**config.mk**
```make
export PLATFORM = sky130hd
export DESIGN_NAME = fetch_queue_flat
export DESIGN_NICKNAME = d
export VERILOG_FILES = /design/src/rtl/fetch_queue_pkg.sv /design/src/rtl/fetch_queue_if.sv /design/src/rtl/fq_regfile.sv /design/src/rtl/fetch_queue.sv /design/src/flat_wrapper.sv
export SDC_FILE = /design/constraint.sdc
export NUM_CORES = 1
export LEC_CHECK = 0
export CAP_MARGIN = 15
export CORE_MARGIN = 3
export CORE_UTILIZATION = 40
export CTS_CLUSTER_SIZE = 25
export DETAILED_ROUTE_END_ITERATION = 7
export PLACE_DENSITY_LB_ADDON = 0.05
export SLEW_MARGIN = 10
export SYNTH_ARGS = -nofsm -noshare
export SYNTH_HDL_FRONTEND = slang
export SYNTH_SLANG_ARGS = --single-unit
```
**constraint.sdc**
```tcl
create_clock -name clk -period 2.38 [get_ports clk]
set_input_delay 0.595 -clock clk [delete_from_list [all_inputs] [get_ports clk]]
set_output_delay 0.595 -clock clk [all_outputs]
set_load 0.01 [all_outputs]
```
**src/rtl/fetch_queue_pkg.sv**
```systemverilog
// fetch_pkg: definitions shared by the fetch queue, its storage and its users.
//   PC_W / INSTR_W : default PC and instruction widths
//   fq_entry_t     : one buffered {pc, instr} pair
//   depth_legal()  : DEPTH must be a power of two and at least 2
package fetch_pkg;

    localparam int unsigned PC_W    = 64;
    localparam int unsigned INSTR_W = 32;

    typedef struct packed {
        logic [PC_W-1:0]    pc;
        logic [INSTR_W-1:0] instr;
    } fq_entry_t;

    function automatic bit depth_legal(input int unsigned d);
        return (d >= 2) && ((d & (d - 1)) == 0);
    endfunction

endpackage

```
**src/rtl/fetch_queue_if.sv**
```systemverilog
// fetch_queue_if: fetch-side enqueue and decode-side dequeue handshake.
//   slave  : the queue (takes enq_* / deq_ready_D / flush_F, drives the rest)
//   master : the environment (fetch + decode)
interface fetch_queue_if #(
    parameter int unsigned N     = 64,
    parameter int unsigned W     = 32,
    parameter int unsigned DEPTH = 4
);
    localparam int unsigned CW = $clog2(DEPTH + 1);

    logic          flush_F;
    logic          enq_valid_F;
    logic          enq_ready_F;
    logic [N-1:0]  enq_pc_F;
    logic [W-1:0]  enq_instr_F;
    logic          deq_valid_D;
    logic          deq_ready_D;
    logic [N-1:0]  deq_pc_D;
    logic [W-1:0]  deq_instr_D;
    logic [CW-1:0] count;

    modport master (
        output flush_F, enq_valid_F, enq_pc_F, enq_instr_F, deq_ready_D,
        input  enq_ready_F, deq_valid_D, deq_pc_D, deq_instr_D, count
    );

    modport slave (
        input  flush_F, enq_valid_F, enq_pc_F, enq_instr_F, deq_ready_D,
        output enq_ready_F, deq_valid_D, deq_pc_D, deq_instr_D, count
    );

endinterface

```
**src/rtl/fq_regfile.sv**
```systemverilog
// fq_regfile: DEPTH x DATA_W register array, one write port, one
// asynchronous read port. Contents clear asynchronously with reset.
//   clk, reset (active-low, async)
//   we, waddr, wdata : write port, rising edge
//   raddr, rdata     : combinational read port
module fq_regfile #(
    parameter int unsigned DEPTH  = 4,
    parameter int unsigned DATA_W = 96,
    parameter int unsigned AW     = $clog2(DEPTH)
) (
    input  logic              clk,
    input  logic              reset,
    input  logic              we,
    input  logic [AW-1:0]     waddr,
    input  logic [DATA_W-1:0] wdata,
    input  logic [AW-1:0]     raddr,
    output logic [DATA_W-1:0] rdata
);

    logic [DATA_W-1:0] mem [DEPTH];

    always_ff @(posedge clk or negedge reset) begin
        if (!reset) begin
            for (int unsigned i = 0; i < DEPTH; i++) begin
                mem[i] <= '0;
            end
        end else if (we) begin
            mem[waddr] <= wdata;
        end
    end

    assign rdata = mem[raddr];

endmodule

```
**src/rtl/fetch_queue.sv**
```systemverilog
// fetch_queue: in-order {pc, instr} buffer between fetch and decode.
//   clk   : rising-edge clock
//   reset : asynchronous active-low reset
//   fq    : fetch_queue_if.slave -- enq_* from fetch, deq_* to decode,
//           flush_F discards all entries, count = occupancy
module fetch_queue
    import fetch_pkg::*;
#(
    parameter int unsigned N     = PC_W,
    parameter int unsigned W     = INSTR_W,
    parameter int unsigned DEPTH = 4
) (
    input  logic          clk,
    input  logic          reset,
    fetch_queue_if.slave  fq
);

    localparam int unsigned AW = $clog2(DEPTH);
    localparam int unsigned CW = $clog2(DEPTH + 1);
    localparam logic [CW-1:0] FULL = CW'(DEPTH);

    if (!depth_legal(DEPTH)) begin : g_depth_check
        $error("fetch_queue: DEPTH must be a power of two and at least 2");
    end

    logic [AW-1:0]  wr_ptr;
    logic [AW-1:0]  rd_ptr;
    logic [CW-1:0]  count_q;
    logic           enq_fire;
    logic           deq_fire;
    logic           not_empty;
    logic [N+W-1:0] head;

    // enq_ready depends only on registered count, never on deq_ready_D.
    assign fq.enq_ready_F = (count_q != FULL);
    assign not_empty      = (count_q != '0);
    assign fq.deq_valid_D = not_empty && !fq.flush_F;
    assign fq.count       = count_q;

    assign enq_fire = fq.enq_valid_F && fq.enq_ready_F && !fq.flush_F;
    assign deq_fire = fq.deq_valid_D && fq.deq_ready_D;

    fq_regfile #(
        .DEPTH  (DEPTH),
        .DATA_W (N + W),
        .AW     (AW)
    ) u_regfile (
        .clk   (clk),
        .reset (reset),
        .we    (enq_fire),
        .waddr (wr_ptr),
        .wdata ({fq.enq_pc_F, fq.enq_instr_F}),
        .raddr (rd_ptr),
        .rdata (head)
    );

    // Head shown combinationally; forced to zero whenever not valid.
    always_comb begin
        fq.deq_pc_D    = '0;
        fq.deq_instr_D = '0;
        if (fq.deq_valid_D) begin
            fq.deq_pc_D    = head[N+W-1:W];
            fq.deq_instr_D = head[W-1:0];
        end
    end

    always_ff @(posedge clk or negedge reset) begin
        if (!reset) begin
            wr_ptr  <= '0;
            rd_ptr  <= '0;
            count_q <= '0;
        end else if (fq.flush_F) begin
            wr_ptr  <= '0;
            rd_ptr  <= '0;
            count_q <= '0;
        end else begin
            if (enq_fire) wr_ptr <= wr_ptr + 1'b1;
            if (deq_fire) rd_ptr <= rd_ptr + 1'b1;
            if (enq_fire && !deq_fire)      count_q <= count_q + 1'b1;
            else if (deq_fire && !enq_fire) count_q <= count_q - 1'b1;
        end
    end

endmodule

```
**src/flat_wrapper.sv**
```systemverilog
// flat-port wrapper written by rule: the top's interface ports become plain ports
module fetch_queue_flat import fetch_pkg::*;
#(
    parameter int unsigned N     = PC_W,
    parameter int unsigned W     = INSTR_W,
    parameter int unsigned DEPTH = 4
)
  (clk, reset, fq_flush_F, fq_enq_valid_F, fq_enq_pc_F, fq_enq_instr_F, fq_deq_ready_D, fq_enq_ready_F, fq_deq_valid_D, fq_deq_pc_D, fq_deq_instr_D, fq_count);
  fetch_queue_if #(.N(N), .W(W), .DEPTH(DEPTH)) fq_i ();
  input  logic clk;
  input  logic reset;
  input wire logic [$bits(fq_i.flush_F)-1:0] fq_flush_F;
  input wire logic [$bits(fq_i.enq_valid_F)-1:0] fq_enq_valid_F;
  input wire logic [$bits(fq_i.enq_pc_F)-1:0] fq_enq_pc_F;
  input wire logic [$bits(fq_i.enq_instr_F)-1:0] fq_enq_instr_F;
  input wire logic [$bits(fq_i.deq_ready_D)-1:0] fq_deq_ready_D;
  output wire logic [$bits(fq_i.enq_ready_F)-1:0] fq_enq_ready_F;
  output wire logic [$bits(fq_i.deq_valid_D)-1:0] fq_deq_valid_D;
  output wire logic [$bits(fq_i.deq_pc_D)-1:0] fq_deq_pc_D;
  output wire logic [$bits(fq_i.deq_instr_D)-1:0] fq_deq_instr_D;
  output wire logic [$bits(fq_i.count)-1:0] fq_count;
  assign fq_i.flush_F = fq_flush_F;
  assign fq_i.enq_valid_F = fq_enq_valid_F;
  assign fq_i.enq_pc_F = fq_enq_pc_F;
  assign fq_i.enq_instr_F = fq_enq_instr_F;
  assign fq_i.deq_ready_D = fq_deq_ready_D;
  assign fq_enq_ready_F = fq_i.enq_ready_F;
  assign fq_deq_valid_D = fq_i.deq_valid_D;
  assign fq_deq_pc_D = fq_i.deq_pc_D;
  assign fq_deq_instr_D = fq_i.deq_instr_D;
  assign fq_count = fq_i.count;
  fetch_queue #(.N(N), .W(W), .DEPTH(DEPTH)) u_core (.clk(clk), .reset(reset), .fq(fq_i));
endmodule
```
[Word-level counts from Yosys, hierarchy flattened]
Cells that the tools add are included.
Storage, ports and cells
  register bits: 391
  output and inout port bits: 101
  word-level logic and storage cells: 46
Cells by class
  add/sub/neg operators: 4
  magnitude comparators: 3
  equal/unequal tests: 1
  multiplexer cells: 15
  bitwise operators: 2
  reduce and logical (&&, ||, !) cells: 14
Operator list (count)
  $bwmux 384: 1
  $mux 96: 3
  $bmux 96 s2: 1
  $demux 96 s2: 1
  $mux 64: 1
  $mux 32: 1
  $mux 3: 3
  $mux 2: 4
  $logic_and 1x1->1: 7
  $ge 3x3->1 const B: 2
  $not 2->3: 2
  $reduce_bool 3->1: 2
  $add 2x1->2 const B: 2
  $reduce_bool 2->1: 2
  $add 3x1->3 const B: 1
  $logic_not 1->1: 3
  $lt 3x1->1 const B: 1
  $ne 3x3->1 const B: 1
  $sub 3x1->3 const B: 1

[Longest topological paths before layout]
Gate-level depths: netlist of run 1.
  word-level depth: 8
  depth in mapped cells: 8
  depth with buffers taken out: 7

[By module]
From an unflattened synthesis of run 1, not the netlist that was laid out.
Unflattened totals
  cell total of the unflattened synthesis: 1096
  area, all modules: 17703.2 um^2
By module, submodules not included
  fq_regfile: instances 1, cells an instance 930, area an instance 16468.3 um^2, seq. area each 9609.2 um^2
  fetch_queue: instances 1, cells an instance 166, area an instance 1234.9 um^2, seq. area each 175.2 um^2

[Worst setup path before layout of run 1]
OpenSTA, ideal clock, no wires.
  kind: register -> output
  start point: register u_core.rd_ptr[0]
  end point: output fq_deq_pc_D[42]
  arrival time: 1819 ps
  required time: 1785 ps
  slack: -34 ps
  cell stages (with the launch flop): 6
  path buffers: 3
  cell sequence: dfrtp_1 > clkbuf_1 > buf_2 > buf_2 > mux4_2 > and2_1
Between the ends
  cells in the longest elaborated chain, start to end: 5
RTL lines
  start: declaration: line fetch_queue.sv:27  | logic [AW-1:0] rd_ptr;
  start signal: assignment: line fetch_queue.sv:78  | if (deq_fire) rd_ptr <= rd_ptr + 1'b1;
  $not 2->3 (implied by the code): line fq_regfile.sv:32  | assign rdata = mem[raddr];
  $bmux 96 s2: line fq_regfile.sv:32
  $mux 96 (implied by the code) (2 in series): line fq_regfile.sv:32
  $mux 64: line fetch_queue.sv:61  | if (fq.deq_valid_D) begin
  end: declaration: line flat_wrapper.sv:19  | output wire logic [$bits(fq_i.deq_pc_D)-1:0] fq_deq_pc_D;
No other way between the ends. The select of a mux whose other input is x is not followed.

[Worst setup path in the final report of run 1]
  start point: register u_core.rd_ptr[0]
  end point: output fq_deq_pc_D[54]
The elaborated chain is that of the path after synthesis.

==> key figures, run 1 <==
Finish
  • Post-route cell area: 23600 um^2
  • Area Overhead vs Synth: 27.4%
  • Layout cells sized above 1: 59.0%
  • Final #Nets: 1476

Die
  • Top Ports: 202
  • Core Area: 45600 um^2
  • Die area: 49000 um^2
  • Die height: 221 um
  • Die width: 221 um
  • Starting Density: 40.7%
  • Num rows: 78

Global route
  • Vias in the first global route: 11400
  • Pin count of the biggest net entering global routing: 63
  • Initial antenna violation count: 5
  • Global route total overflow: 0
  • GRT Overall Usage: 17.8%
  • First-pass GRT wire length: 68.8 mm

Synthesis
  • Area leader, netlist: dfrtp_1
  • Synth Net Count: 1194
  • Top cell type's share of synthesized area: 52.8%
  • Count leader, synth: dfrtp_1
  • Number of enable flip-flop cells after synthesis: 0
  • Distinct cells, synth: 28
  • Post-synth ARST share: 100%
  • YS warnings: 0
  • Synth cell count leaders: dfrtp_1, mux2_2, mux2_4
  • Synthesized flop and latch total: 391
  • Top cells by area, synth: dfrtp_1, mux2_2, mux2_4
  • Synthesized instance count: 1088
  • Main synth FF type: dfrtp_1
  • Post-synthesis cell area: 18500 um^2
  • Synth Area per Inst: 17.0 um^2
  • Sequential share of the synthesized area: 52.8%

Clock network
  • Max clock buf depth: 3
  • CTS tree: done
  • Clock Latency Late Sink: 0.55 ns
  • Clock transition at path regs: 0.06 ns
  • CTS Sinks: 391
  • H-tree depth: 2
  • Root Buffer: clkbuf_16
  • Total CTS buffers: 44

Detailed routing
  • DR pass1 iterations: 4
  • WL/cell: 21.5 um
  • Number of remaining DRC errors: 0
  • WL final: 43.0 mm
  • Post-route ant nets: 0
  • Via/cell ratio: 5.06
  • Vias: 10100
  • Initial DRC Count: 390

Timing
  • RSZ-0062 raised after global routing: yes
  • Clk_skew: 0.00966 ns
  • Final Cycle Share: 123%
  • Fin. Hold Viols: 0
  • Fin crit period: 2.92 ns
  • Slew @ Worst Pin: 0.452 ns
  • Slew HR: 69.9%
  • WHS: 0.497 ns
  • Worst setup margin: -0.544 ns
  • Final-report setup violation count: 97
  • Max Slew Vio Count: 0
  • Fmax: 0.342 GHz

Power
  • Peak VDD IR: 0.000673 V
  • Leakage: 11.0 nW
  • NetSw: 8.29 mW
  • Sw frac: 27.6%
  • Overall Power: 30.0 mW
  • Sequential share of power: 37.7%
  • Pwr Density: 1270 nW/um^2
  • Clock share of power: 21.8%
  • Cell Int Power: 21.7 mW
  • Logic pwr share: 40.5%

Placed design
  • Port Buffers: 201
  • GP Congestion: 0.701
  • DP HPWL: 28.3 mm
  • Placed instance area: 21800 um^2

Worst setup path
  • CP max FO: 8
  • Crit path cell chain: buf_6 > buf_12 > buf_12 > buf_12 > mux4_2 > and2_1 > buf_2
  • CP Class: reg -> out
  • Critical Path End Type: primary output
  • Worst Path Buf+Inv: 5
  • Critical path's slowest cell: dfrtp_4
  • WP data required: 1.78 ns
  • Top delay family on crit path: buffers and inverters
  • CP Launch Type: flop
  • Slowest Stage Delay on Critical Path: 0.49 ns
  • Crit-path most repeated cell: buf_12
  • Arrival @ worst endpoint: 2.33 ns

Run status
  • Violated checks: negative setup slack
  • Status: finished, violations left

Hold path
  • HP Class: reg -> reg

Run
  • MaxCap Viol Count: 0
logic make-up after synthesis:
family / share of synthesized area [%]
mux: 38.4
flops: 52.8
simple gates: 4.17
buf+inv: 3.91
xor+xnor: 0.283
fa+ha+maj: 0.378
compound gates: 0.101
layer usage:
layer	up-vias	routed length (um)	global-route usage, %
met5	-	41	0
met4	6	705	4.80
met3	62	1780	3.71
met2	148	20900	29.0
met1	5377	19600	24.4
li1	4542	-	-
through the flow:
step	utilization, %	setup TNS (ns)	std cells	setup slack [ns]
after global placement	47.8	-96.63	1899	-0.420
after floorplan	-	0	1088	0.00913
after detailed placement	47.8	-110.19	1899	-0.481
after CTS	51.3	-46.28	1994	-0.600
after global routing	51.8	-48.17	2000	-0.605
final	51.8	-41.33	2001	-0.544
cells in the final DEF, fill, tap and decap left out, types with 2 or more instances in the layout:
master	n
nand2_1	3
buf_8	3
buf_4	44
nor2_1	7
and2_1	39
diode_2	2
clkdlybuf4s50_1	102
nand2_8	4
ha_1	4
inv_1	5
mux2_2	225
and3_4	2
and2_4	57
clkbuf_16	45
buf_6	71
buf_2	39
clkbuf_8	10
dfrtp_4	2
buf_12	50
clkbuf_1	13
clkinv_2	5
mux4_2	96
xnor2_1	5
mux2_4	161
dfrtp_1	389
path summary, 6_finish.rpt:
| check | to | slack [ns] | from | depth (start not counted) |
|---|---|---|---|---|
| worst max-delay path | fq_deq_pc_D[54] | -0.54 | u_core.rd_ptr[0]$_DFFE_PN0P_ | 7 |
| max in group asynchronous | u_core.u_regfile.mem[120]$_DFFE_PN0P_ | 0.97 | reset | 4 |
| worst min register to register | u_core.u_regfile.mem[137]$_DFFE_PN0P_ | 0.50 | u_core.u_regfile.mem[137]$_DFFE_PN0P_ | 1 |
| worst min-delay path | u_core.u_regfile.mem[137]$_DFFE_PN0P_ | 0.50 | u_core.u_regfile.mem[137]$_DFFE_PN0P_ | 1 |
| min in group asynchronous | u_core.u_regfile.mem[178]$_DFFE_PN0P_ | 0.55 | reset | 2 |
| worst max register to register | u_core.fq.count[2]$_DFFE_PN0P_ | 0.03 | u_core.fq.count[1]$_DFFE_PN0P_ | 9 |
flip-flops by register name, indices dropped and copies added, names as in the netlist:
signal                count
u_core.wr_ptr             2
u_core.u_regfile.mem    384
u_core.fq.count           3
u_core.rd_ptr             2
what timing repair did:
| action | in CTS | in global routing |
|---|---|---|
| pin swaps | 71 | 10 |
| setup endpoints to repair | 99 | 98 |
| cloned | 5 | 0 |
| setup buffers | 16 | 14 |
| endpoints found under the hold margin | 35 | 0 |
| hold buffers | 1 | 0 |
| gates resized for setup | 490 | 71 |
power by group through the flow:
stage          logic (mW)  registers (mW)  clock network, mW
6_report             12.1            11.3               6.54
5_1_grt              13.1            11.7               7.04
4_1_cts              12.0            11.3               6.74
3_5_place_dp         11.4            11.4                  0
3_3_place_gp         11.2            11.3                  0
2_1_floorplan        7.76            10.8                  0
final cells by class:
type | instances | area (um^2)
Fill cell | 3882 | 21900
Clock inverter | 7 | 62.6
Antenna cell | 2 | 5.00
Tap cell | 600 | 751
Timing Repair Buffer | 312 | 3460
Clock buffer | 68 | 1310
Multi-Input combinational cell | 616 | 8220
Inverter | 5 | 18.8
Sequential cell | 391 | 9790
No activity file was read; power rests on OpenSTA's default activity.
==> inputs of run 2 (changes only) <==
--- a/config.mk
+++ b/config.mk
@@ -6,6 +6,7 @@
 export NUM_CORES = 1
 export LEC_CHECK = 0
 export CAP_MARGIN = 15
+export CORE_ASPECT_RATIO = 1.2
 export CORE_MARGIN = 3
 export CORE_UTILIZATION = 40
 export CTS_CLUSTER_SIZE = 25
==> run 2 against run 1 <==
Against the previous run: the flow still finishes with violations (negative setup slack); global-route usage is 0.67 points higher; design area grew 3.4%; combinational power is 7% higher; fmax is 2.0% higher; critical endpoint is now fq_deq_pc_D[32]; largest cell class unchanged.
==> key figures, run 2 (synthesized netlist as in run 1, its figures left out) <==
Finish
  • Fin util: 53.9% (+2.1 points)
  • Register name with the most flops: u_core.u_regfile.mem
  • Final #Nets: 1506 (+2.0%)
  • Commonest non-fill, non-tap cell in the layout: dfrtp_1
  • Most frequent cells in the layout: dfrtp_1, mux2_2, mux2_4, buf_6, clkdlybuf4s50_1
  • Area Overhead vs Synth: 31.7%
  • Max FFs per register: 384 (unchanged)
  • Layout cells sized above 1: 62.1% (+3.1 points)

Clock network
  • Clock Latency Late Sink: 0.56 ns (about the same)
  • Max clock buf depth: 3 (unchanged)
  • Total CTS buffers: 43 (-2.3%)
  • CTS Sinks: 391 (unchanged)
  • CTS tree: done
  • Clock transition at path regs: 0.06 ns (about the same)
  • H-tree depth: 2 (unchanged)
  • Root Buffer: clkbuf_16

Die
  • Die height: 242 um (+9.3%)
  • Num rows: 85 (+9.0%)
  • Starting Density: 40.9% (+0.24 points)
  • Top Ports: 202 (unchanged)
  • Die width: 203 um (-8.5%)
  • Core Area: 45300 um^2 (-0.59%)
  • Die area: 49000 um^2 (about the same)

Worst setup path
  • Crit-path most repeated cell: buf_12
  • Arrival @ worst endpoint: 2.27 ns (-0.06 ns)
  • CP max FO: 5 (-3)
  • Reg2reg path depth: 11 (+2)
  • Crit path cell chain: buf_12 > buf_8 > buf_12 > mux4_2 > and2_4 > buf_6
  • CP Launch Type: flop
  • Worst Path Buf+Inv: 4 (-1)
  • Slowest Stage Delay on Critical Path: 0.54 ns (+0.05 ns)
  • Critical Path End Type: primary output
  • CP Class: reg -> out
  • WP data required: 1.78 ns (about the same)
  • CP Depth: 6 (-1)
  • Critical path's slowest cell: dfrtp_4
  • Top delay family on crit path: flip-flops

Detailed routing
  • Number of remaining DRC errors: 0 (unchanged)
  • DR top layer: met5
  • WL/cell: 21.8 um (+1.3%)
  • Met2 Routed Length: 22.7 mm (+8.8%)
  • DR pass1 iterations: 4 (unchanged)
  • Routed wire length on met3: 1.76 mm (-1.3%)
  • Initial DRC Count: 306 (-22%)
  • Post-route ant nets: 0 (unchanged)
  • Met1 WL: 19.3 mm (-1.6%)
  • Vias: 10300 (+2.1%)
  • WL final: 44.5 mm (+3.4%)
  • Via/cell ratio: 5.06 (about the same)

Timing
  • RSZ-0062 raised after global routing: yes
  • Clk_skew: 0.0105 ns (+0.000837 ns)
  • Fin crit period: 2.87 ns (-0.0562 ns)
  • Worst setup margin: -0.488 ns (+0.0562 ns)
  • Final Cycle Share: 120% (-2.4 points)
  • Fin. Hold Viols: 0 (unchanged)
  • Final-report setup violation count: 98 (+1.0%)
  • Slew @ Worst Pin: 0.410 ns (-0.0411 ns)
  • Max Slew Vio Count: 0 (unchanged)
  • Slew HR: 72.6% (+2.7 points)
  • Fmax: 0.349 GHz (+2.0%)

Run status
  • Violated checks: negative setup slack
  • Status: finished, violations left

Placed design
  • GP Congestion: 0.693 (-1.1%)
  • DP HPWL: 28.9 mm (+2.0%)
  • Port Buffers: 201 (unchanged)

Global route
  • Vias in the first global route: 11700 (+3.2%)
  • Pin count of the biggest net entering global routing: 75 (+19%)
  • Global route total overflow: 0 (unchanged)
  • First-pass GRT wire length: 70.9 mm (+2.9%)
  • Initial antenna violation count: 3 (-2)
  • GRT Overall Usage: 18.5% (+0.67 points)

Hold path
  • HP Class: reg -> reg
  • Hold path cells: 1 (unchanged)

Power
  • Pwr Density: 1300 nW/um^2 (+2.3%)
  • Peak VDD IR: 0.000595 V (-12%)
  • Leakage: 11.4 nW (+3.4%)
  • Overall Power: 31.7 mW (+5.7%)

Run
  • MaxCap Viol Count: 0 (unchanged)
-- run 2: cell types whose count changed in the layout (fill, tap and decap cells not counted), sizes merged --
cell	previous run	this run
clkdlybuf4s50	102	101
clkbuf	68	72
clkinv	5	6
dlymetal6s2s	0	1
bufinv	1	7
buf	208	231
-- run 2: through the flow --
stage / instance area (um^2) / setup WS, ns / setup TNS (ns) / hold slack, ns / std cells
6_report: 24400 / -0.488 / -38.10 / 0.497 / 2044
5_1_grt: 24400 / -0.566 / -45.67 / 0.509 / 2042
4_1_cts: 24100 / -0.623 / -50.07 / 0.500 / 2039
3_5_place_dp: 21900 / -0.450 / -97.87 / 0.487 / 1916
3_3_place_gp: 21900 / -0.415 / -90.75 / 0.482 / 1916
2_1_floorplan: 18500 / 0.00913 / 0 / 0.299 / 1088
-- run 2: repair_timing --
item / 4_1_cts / 5_1_grt
gates cloned: 7 / 1
resized for setup: 486 / 125
setup endpoints to repair: 98 / 98
setup buffers: 37 / 8
endpoints found under the hold margin: 27 / 0
pin swaps: 67 / 18
hold buffers: 1 / 0
-- run 2: routing by layer --
layer	up-vias	track usage, %
li1	4603	-
met1	5523	24.2
met2	165	31.7
met3	52	4.01
met4	4	4.02
met5	-	0
-- run 2: power breakdown --
| group | switching [mW] | internal [mW] |
|---|---|---|
| clock | 2.74 | 4.58 |
| sequential | 1.60 | 9.77 |
| combinational | 4.34 | 8.71 |
| total | 8.67 | 23.1 |
-- run 2: final timing paths --
path | from | end | slack (ns)
setup / recovery | u_core.rd_ptr[0]$_DFFE_PN0P_ | fq_deq_pc_D[32] | -0.49
hold / removal | u_core.u_regfile.mem[29]$_DFFE_PN0P_ | u_core.u_regfile.mem[29]$_DFFE_PN0P_ | 0.50
setup reg to reg | u_core.fq.count[0]$_DFFE_PN0P_ | u_core.fq.count[2]$_DFFE_PN0P_ | -0.03
hold reg to reg | u_core.u_regfile.mem[29]$_DFFE_PN0P_ | u_core.u_regfile.mem[29]$_DFFE_PN0P_ | 0.50
max in group asynchronous | reset | u_core.u_regfile.mem[346]$_DFFE_PN0P_ | 1.09
min in group asynchronous | reset | u_core.u_regfile.mem[370]$_DFFE_PN0P_ | 0.53
-- run 2: worst register-to-register path, delay by kind of cell, from the launching register on --
kind            cells  cell delay [ns]
mux                 2             0.39
compound gates      1             0.13
fa+ha+maj           1             0.39
flops               1             0.41
buf+inv             4             0.50
simple gates        3             0.50
-- run 2: layout make-up --
type	count	area [um^2]
inverters	5	18.8
fillers	3812	20900
multi-input cells	616	8300
flip-flops and latches	391	9790
repair buffers	343	3990
well taps	609	762
clock buffers	64	1320
clock inverters	14	248
diodes	2	5.00
==> inputs of run 3 (changes only) <==
--- a/config.mk
+++ b/config.mk
@@ -12,7 +12,9 @@
 export CTS_CLUSTER_SIZE = 25
 export DETAILED_ROUTE_END_ITERATION = 7
 export PLACE_DENSITY_LB_ADDON = 0.05
+export SKIP_LAST_GASP = 1
 export SLEW_MARGIN = 10
 export SYNTH_ARGS = -nofsm -noshare
 export SYNTH_HDL_FRONTEND = slang
 export SYNTH_SLANG_ARGS = --single-unit
+export TNS_END_PERCENT = 30
==> run 3 against run 2 <==
Against the previous run: largest power group unchanged; fmax down 3.5%; hold slack better by 0.0017 ns; wire length down 4.6%; clock skew down 0.0041 ns; die area unchanged; global-route usage down 0.91 points; sequential cell count unchanged; cell count down 1.8%; combinational power down 9%; the flow still finishes with violations (negative setup slack).
==> key figures, run 3 (synthesized netlist as in run 1, its figures left out) <==
Detailed routing
  • DR pass1 iterations: 4 (unchanged)
  • Number of remaining DRC errors: 0 (unchanged)
  • Post-route ant nets: 0 (unchanged)
  • WL/cell: 21.1 um (-2.9%)
  • Initial DRC Count: 418 (+37%)
  • Vias: 10200 (-1.4%)
  • Via/cell ratio: 5.08 (+0.41%)
  • WL final: 42.5 mm (-4.6%)

Finish
  • Fin cells: 2008 (-1.8%)
  • Antenna diodes: 0 (-2)
  • Register name with the most flops: u_core.u_regfile.mem
  • Commonest non-fill, non-tap cell in the layout: dfrtp_1
  • Area of the multi-input gates: 8140 um^2 (-1.9%)
  • Max FFs per register: 384 (unchanged)
  • Layout cells sized above 1: 54.9% (-7.2 points)
  • Area Overhead vs Synth: 27.6%
  • # fillers: 3864 (+1.4%)
  • Final #Nets: 1472 (-2.3%)
  • Seq. cell area: 9790 um^2 (unchanged)
  • Most frequent cells in the layout: dfrtp_1, mux2_2, mux2_4, clkdlybuf4s50_1, mux4_2

Timing
  • Slew HR: 70.7% (-2.0 points)
  • Fin crit period: 2.97 ns (+0.103 ns)
  • Final Cycle Share: 125% (+4.3 points)
  • Clk_skew: 0.00642 ns (-0.00408 ns)
  • RSZ-0062 raised after global routing: yes
  • Fin. Hold Viols: 0 (unchanged)
  • Fmax: 0.337 GHz (-3.5%)
  • WHS: 0.499 ns (+0.00168 ns)
  • Fin Setup TNS: -48.78 ns (-10.68 ns)
  • Slew @ Worst Pin: 0.440 ns (+0.0293 ns)
  • Worst setup margin: -0.591 ns (-0.103 ns)
  • Max Slew Vio Count: 0 (unchanged)
  • Final-report setup violation count: 98 (unchanged)

Power
  • Logic pwr share: 38.9% (-2.2 points)
  • Overall Power: 30.4 mW (-4.3%)
  • Leakage: 11.1 nW (-2.7%)
  • Peak VDD IR: 0.000713 V (+20%)
  • Clock share of power: 23.8% (+0.7 points)
  • Cell Int Power: 22.1 mW (-4.1%)
  • Sw frac: 27.2% (-0.15 points)
  • Sequential share of power: 37.3% (+1.5 points)
  • Pwr Density: 1280 nW/um^2 (-1.2%)
  • NetSw: 8.26 mW (-4.8%)

Global route
  • Pin count of the biggest net entering global routing: 79 (+5.3%)
  • Global route total overflow: 0 (unchanged)
  • Initial antenna violation count: 3 (unchanged)
  • First-pass GRT wire length: 68.1 mm (-3.9%)
  • Vias in the first global route: 11400 (-2.8%)
  • GRT Overall Usage: 17.6% (-0.91 points)

Die
  • Core Area: 45300 um^2 (unchanged)
  • Starting Density: 40.9% (unchanged)
  • Die height: 242 um (unchanged)
  • Die width: 203 um (unchanged)
  • Num rows: 85 (unchanged)
  • Die area: 49000 um^2 (unchanged)
  • Top Ports: 202 (unchanged)

Clock network
  • Max clock buf depth: 3 (unchanged)
  • Clock transition at path regs: 0.06 ns (about the same)
  • CTS tree: done
  • H-tree depth: 2 (unchanged)
  • Clock Latency Late Sink: 0.55 ns (about the same)
  • Total CTS buffers: 43 (unchanged)
  • CTS Sinks: 391 (unchanged)
  • Root Buffer: clkbuf_16

Worst setup path
  • CP Class: reg -> out
  • Critical Path End Type: primary output
  • WP data required: 1.78 ns (about the same)
  • CP max FO: 5 (unchanged)
  • Arrival @ worst endpoint: 2.38 ns (+0.11 ns)
  • CP Launch Type: flop

Placed design
  • Port Buffers: 201 (unchanged)
  • DP HPWL: 27.5 mm (-4.6%)
  • Place WS: -0.504 ns (-0.0538 ns)
  • Placed cells: 1904 (-0.63%)
  • GP Congestion: 0.704 (+1.5%)

Hold path
  • HP Class: reg -> reg

Run status
  • Violated checks: negative setup slack
  • Status: finished, violations left

Run
  • MaxCap Viol Count: 0 (unchanged)
[run 3: cell count changes in the layout (fill, tap and decap cells not counted), moves of 3 or more]
cell	previous run	this run
buf_6	111	38
dlygate4sd2_1	0	9
clkbuf_2	7	20
and2_4	81	39
and2_1	15	57
buf_8	6	2
dlymetal6s2s_1	1	5
clkdlybuf4s50_1	101	107
clkdlybuf4s15_1	0	18
clkbuf_8	12	9
[run 3: final cells by class]
class	instances	area share, %
inverters	5	0.0793
flip-flops and latches	391	41.4
well taps	609	3.22
clock buffers	62	5.41
clock inverters	16	1.09
repair buffers	309	14.4
multi-input cells	616	34.4
[run 3: timing repair]
| action | 4_1_cts | 5_1_grt |
|---|---|---|
| cloned | 3 | 1 |
| pin swaps | 11 | 18 |
| setup endpoints to repair | 99 | 99 |
| gates resized for setup | 186 | 167 |
| hold endpoints to repair | 36 | 0 |
| hold buffers | 1 | 0 |
| setup buffers | 16 | 11 |
[run 3: critical path: stages (launching register included)]
cell           delay, ns
dfrtp_4             0.52
buf_12              0.15
buf_12              0.12
buf_12              0.13
mux4_2              0.44
and2_1              0.18
dlygate4sd2_1       0.28
[run 3: through the flow]
stage | util (%) | cell area, um^2
after floorplan | - | 18500
after global placement | 48.1 | 21800
after detailed placement | 48.1 | 21800
after CTS | 51.9 | 23500
after global routing | 52.2 | 23700
final | 52.2 | 23700
[run 3: metal layers]
metal  share of wire [%]  global-route usage [%]
met5                0.10                       0
met4                 1.6                    3.61
met3                 4.3                    4.16
met2                  50                    29.3
met1                  44                    23.6
[run 3: power groups by stage]
stage | logic, mW | clock network, mW | registers, mW
floorplan | 7.75 | 0 | 10.8
global placement | 11.3 | 0 | 11.3
detailed placement | 11.4 | 0 | 11.4
CTS | 11.7 | 7.45 | 11.3
global route | 12.7 | 7.73 | 11.7
finish | 11.8 | 7.23 | 11.3
[run 3: path summary, 6_finish.rpt]
kind                                                       startpoint                                     to  slack [ns]  cells past startpoint
min in group asynchronous                                       reset  u_core.u_regfile.mem[268]$_DFFE_PN0P_        0.54                      2
worst max-delay path                     u_core.rd_ptr[0]$_DFFE_PN0P_                        fq_deq_pc_D[52]       -0.59                      6
worst min register to register  u_core.u_regfile.mem[127]$_DFFE_PN0P_  u_core.u_regfile.mem[127]$_DFFE_PN0P_        0.50                      1
max in group asynchronous                                       reset  u_core.u_regfile.mem[311]$_DFFE_PN0P_        1.04                      3
worst min-delay path            u_core.u_regfile.mem[127]$_DFFE_PN0P_  u_core.u_regfile.mem[127]$_DFFE_PN0P_        0.50                      1
worst max register to register         u_core.fq.count[1]$_DFFE_PN0P_         u_core.fq.count[2]$_DFFE_PN0P_           0                      8
